--- config.mk ---
export PLATFORM = sky130hd
export DESIGN_NAME = rename_map_table
export DESIGN_NICKNAME = d
export VERILOG_FILES = /design/src/rtl/rename_map_table.sv
export SDC_FILE = /design/constraint.sdc
export NUM_CORES = 1
export LEC_CHECK = 0
export ABC_CLOCK_PERIOD_IN_PS = 3700
export BUFFER_PORTS_ARGS = -buffer_cell sky130_fd_sc_hd__clkbuf_2
export CAP_MARGIN = 20
export CORE_ASPECT_RATIO = 0.75
export CORE_UTILIZATION = 63
export DETAILED_ROUTE_END_ITERATION = 10
export PLACE_DENSITY = 0.81
export SYNTH_ARGS = -nofsm -noshare
export SYNTH_HDL_FRONTEND = slang
export SYNTH_SLANG_ARGS = --single-unit
--- constraint.sdc ---
create_clock -name clk -period 3.7 [get_ports clk]
set_input_delay 0.185 -clock clk [delete_from_list [all_inputs] [get_ports clk]]
set_output_delay 0.185 -clock clk [all_outputs]
set_load 0.02 [all_outputs]
--- src/rtl/rename_map_table.sv ---
// Register alias table: 32 architectural -> 64 physical mappings plus per-PR ready bits.
// Define RMT_WB_BYPASS_EN to forward a same-cycle writeback into the source ready outputs.
module rename_map_table #(
    parameter int unsigned NUM_AR = 32,
    parameter int unsigned NUM_PR = 64
) (
    input  logic                      clk,
    input  logic                      rst,
    input  logic [$clog2(NUM_AR)-1:0] rs,
    input  logic [$clog2(NUM_AR)-1:0] rt,
    input  logic [$clog2(NUM_AR)-1:0] rd,
    input  logic                      RegDest,
    input  logic [$clog2(NUM_PR)-1:0] PR_new,
    input  logic                      empty,
    input  logic                      stall_recover,
    input  logic                      recover,
    input  logic [$clog2(NUM_AR)-1:0] rec_rd,
    input  logic [$clog2(NUM_PR)-1:0] rec_PR_old,
    input  logic                      wb_en,
    input  logic [$clog2(NUM_PR)-1:0] wb_PR,
    output logic [$clog2(NUM_PR)-1:0] PR_rs,
    output logic [$clog2(NUM_PR)-1:0] PR_rt,
    output logic [$clog2(NUM_PR)-1:0] PR_old,
    output logic                      rs_ready,
    output logic                      rt_ready,
    output logic                      alloc,
    output logic                      rename_stall
);

    localparam int unsigned PrW = $clog2(NUM_PR);

    logic [PrW-1:0]    map_q [NUM_AR];
    logic [PrW-1:0]    map_d [NUM_AR];
    logic [NUM_PR-1:0] rdy_q;
    logic [NUM_PR-1:0] rdy_d;
    logic              rd_valid;
    logic              wb_fire;

    assign rd_valid     = RegDest && (rd != '0);
    assign alloc        = rd_valid && !empty && !stall_recover && !recover;
    assign rename_stall = rd_valid && !alloc;
    assign wb_fire      = wb_en && !stall_recover;

    assign PR_rs  = map_q[rs];
    assign PR_rt  = map_q[rt];
    assign PR_old = map_q[rd];

`ifdef RMT_WB_BYPASS_EN
    assign rs_ready = rdy_q[PR_rs] || (wb_fire && (wb_PR == PR_rs));
    assign rt_ready = rdy_q[PR_rt] || (wb_fire && (wb_PR == PR_rt));
`else
    assign rs_ready = rdy_q[PR_rs];
    assign rt_ready = rdy_q[PR_rt];
`endif

    always_comb begin
        map_d = map_q;
        rdy_d = rdy_q;
        if (wb_fire) begin
            rdy_d[wb_PR] = 1'b1;
        end
        // Rename clear is applied after writeback so it wins on a collision; PR0 stays ready.
        if (alloc) begin
            map_d[rd] = PR_new;
            if (PR_new != '0) begin
                rdy_d[PR_new] = 1'b0;
            end
        end
        if (recover && (rec_rd != '0)) begin
            map_d[rec_rd] = rec_PR_old;
        end
    end

    always_ff @(posedge clk) begin
        if (rst) begin
            for (int i = 0; i < NUM_AR; i++) begin
                map_q[i] <= PrW'(i);
            end
            rdy_q <= '1;
        end else begin
            map_q <= map_d;
            rdy_q <= rdy_d;
        end
    end

    a_no_clear_set_collision: assert property (@(posedge clk) disable iff (rst)
        !(alloc && wb_fire && (wb_PR == PR_new)));

endmodule

==> results.cfg <==
[outcome]
status = finished with violations
failing_checks = setup timing

[yosys]
synth_top_area_share_pct = 29.1
avg_cell_area_syn_sq_um = 9.32
synth.top_cells.by_area = dfxtp_1 (29%), mux4_2 (22%), mux2i_1 (11%)
synth.yosys.seq_area_share_pct = 29.1
synth.lib_cells_used.distinct = 51
ys_seq_elements = 256
async_flop_share_pct = 0
synthCells = 1891
post_synth_instance_area_sq_um = 17600
synth_top_cell_by_area = dfxtp_1
yosys_warnings = 0
synth.net_count = 1936
ys_dominant_reg_cell = dfxtp_1
synth_enable_flop_cells = 0

[critical_path]
critical_path.top_delay_family = multiplexers
arrival_ps = 3550
critical_path_class = register to output port
critical_path_peak_fanout = 5
critical-path-top-cell-by-count = mux4_2
cp_data_required_time_ps = 3510
cp_num_buf_inv = 2
worstReg2RegStart = map_q[97]
reg2regPathDepth = 4
crit_start = map_q[170]
crit_path_top_delay_cell = or4_4
crit_cells = 9
path_cells = buf_4, mux4_2, mux4_2, mux2_4, nor2b_1, a22oi_1, a211oi_1, or4_4, buf_6
worstSetupEndpointType = output port
critPathMaxStageDelay_ps = 530
rr_endpoint = map_q[97]
critical_path.endpoint = rs_ready
timing.critical_path.from_type = register
rrSetupSlack_ps = 2480

[global_route]
total_routing_usage_reported_by_global_routing_pct = 47.8
first_global_vias = 15600
antenna_found_initial = 1
grt_pass1_wl_mm = 102
grt_max_degree = 136
grt_remaining_overflow = 0

[sta]
max_slew.worst_pin.slew_ps = 1110
finalSetupTns_ps = -60.0
final-setup-viol-count = 2
max_freq_mhz = 268
final.hold.worst_slack_ps = 123
timing.final.max_slew_violations = 0
hold_viol = 0
grt_setup_unrepaired = true
layout_min_cycle_time_ps = 3740
min_period_over_period_pct = 101
timing.clock.skew_ps = 0
setup_slack_ps = -35.5
relSlewSlack_pct = 26.2

[clock_network]
clkSinkCount = 256
tritoncts.num_buffers = 26
postCtsHoldBufs = 0
max_buffers_root_to_sink = 3
cts_tree = yes
worst_skew_pair.late_latency_ps = 560
ctsHtreeMaxLevel = 1
ctsRootBufferMaster = clkbuf_16
path_clk_slew_ps = 60

[floorplan]
die_height_um = 147
horiz_die_dim_um = 195
core-area_sq_um = 27300
initial_core_util_pct = 64.7
fp.dieArea_sq_um = 28700
ioPinCount = 67
rows = 52

[final_layout]
layout_common_cells = nor2_1 (287), dfxtp_1 (242), mux2i_1 (188)
most_frequent_standard_cell_in_the_layout_excluding_fill_and_tap_cells = nor2_1
num-nets-final = 1930
drive_above_1_share_pct = 25.8
areaGrowthSynthToFinish_pct = 9.91

[pwr]
cellLeakagePower_nw = 6.98
pwr_density_cell_nw_per_um2 = 337
worst_ir_drop_vdd_mv = 0.367

[worst_hold_path]
hold_class = input pin to register

[route]
drt_pass1_iterations = 7
post_drt_wl_per_cell_um = 30.8
dr_drc_count = 0
vias = 17000
initialDrtViolationCount = 2921
detail-route-antenna-nets = 0
route.detailed.vias_per_inst = 7.54
finalWirelength_mm = 69.2

[job]
drv.max_cap_violation_count = 0

[placed_design]
port_buffers = 66
place.detailed.hpwl_mm = 48.1
finalWeightedCongestion = 1.07
synth_stat cells, types with 27 or more instances:
master,instances
a211oi_1,27
a21oi_1,145
a311oi_1,83
clkbuf_1,141
dfxtp_1,256
mux2i_1,189
mux4_2,172
nand2_1,142
nor2_1,287
nor2b_1,36
o21ai_0,83
o21bai_1,63
or2_2,81
worst min-delay path by stage:
stage	from	end	cells after the start
after floorplan	rec_PR_old[5]	map_q[11]	2
after global placement	rdy_q[0]	rdy_q[0]	1
after detailed placement	map_q[190]	map_q[190]	1
after CTS	wb_PR[0]	rdy_q[54]	4
after global routing	wb_PR[4]	rdy_q[13]	4
final	wb_PR[0]	rdy_q[54]	4
tightest hold or removal path, stage by stage:
cell and delay [ps]:
clkbuf_2 180, nor2_1 90, a21oi_1 120, o21bai_1 60
area by class of cell:
| class | instances | area, sq um |
|---|---|---|
| Multi-Input combinational cell | 1440 | 11800 |
| Fill cell | 2117 | 7890 |
| Sequential cell | 256 | 5140 |
| Timing Repair Buffer | 154 | 1200 |
| Clock buffer | 36 | 739 |
| Tap cell | 351 | 439 |
| Clock inverter | 4 | 52.6 |
| Inverter | 7 | 26.3 |
| Antenna cell | 1 | 2.50 |
report_power, final:
group          total [mW]  internal (mW)  leakage [nW]  switching [mW]
Clock                2.59           1.45         0.376            1.15
Combinational        1.12          0.434          4.53           0.684
Sequential           2.82           2.78          2.07          0.0370
per-layer routing:
layer  vias to the layer above  global-route usage [%]  wire length (um)
li1                       7011                       -                 -
met1                      8024                    68.6             25700
met2                      1644                    61.9             26000
met3                       272                    23.3             14400
met4                         2                    15.4              3160
met5                         -                       0                13
logic make-up after synthesis:
group                  count (synthesis)  share of synthesized area [%]
AOI/OAI and AO/OA                    438                           16.1
buffers and inverters                195                           4.65
DFF                                  256                           29.1
muxes                                381                           34.2
and+or+nand+nor                      621                           16.0
metrics by stage:
step | std cells | total power [mW] | worst slack (ps) | instance area [sq um] | util, %
floorplan | 1891 | 3.52 | 543 | 17600 | -
global placement | 2191 | 3.85 | 173 | 18300 | 67.0
detailed placement | 2193 | 3.86 | 109 | 18300 | 67.1
CTS | 2236 | 6.41 | -21.6 | 19200 | 70.3
global route | 2248 | 6.65 | -116 | 19400 | 71.1
finish | 2249 | 6.53 | -35.5 | 19400 | 71.1
state kept, by name, indices dropped and copies added, names as in the netlist:
name   flops
map_q    192
rdy_q     64
what timing repair did:
| item | in CTS | in global routing |
|---|---|---|
| pin swaps | 2 | 9 |
| gates resized for setup | 10 | 28 |
| cloned | 1 | 2 |
| endpoints found under the hold margin | 0 | 0 |
| setup buffers | 2 | 7 |
| endpoints found under the setup margin | 2 | 2 |
No activity file was read; power rests on OpenSTA's default activity.
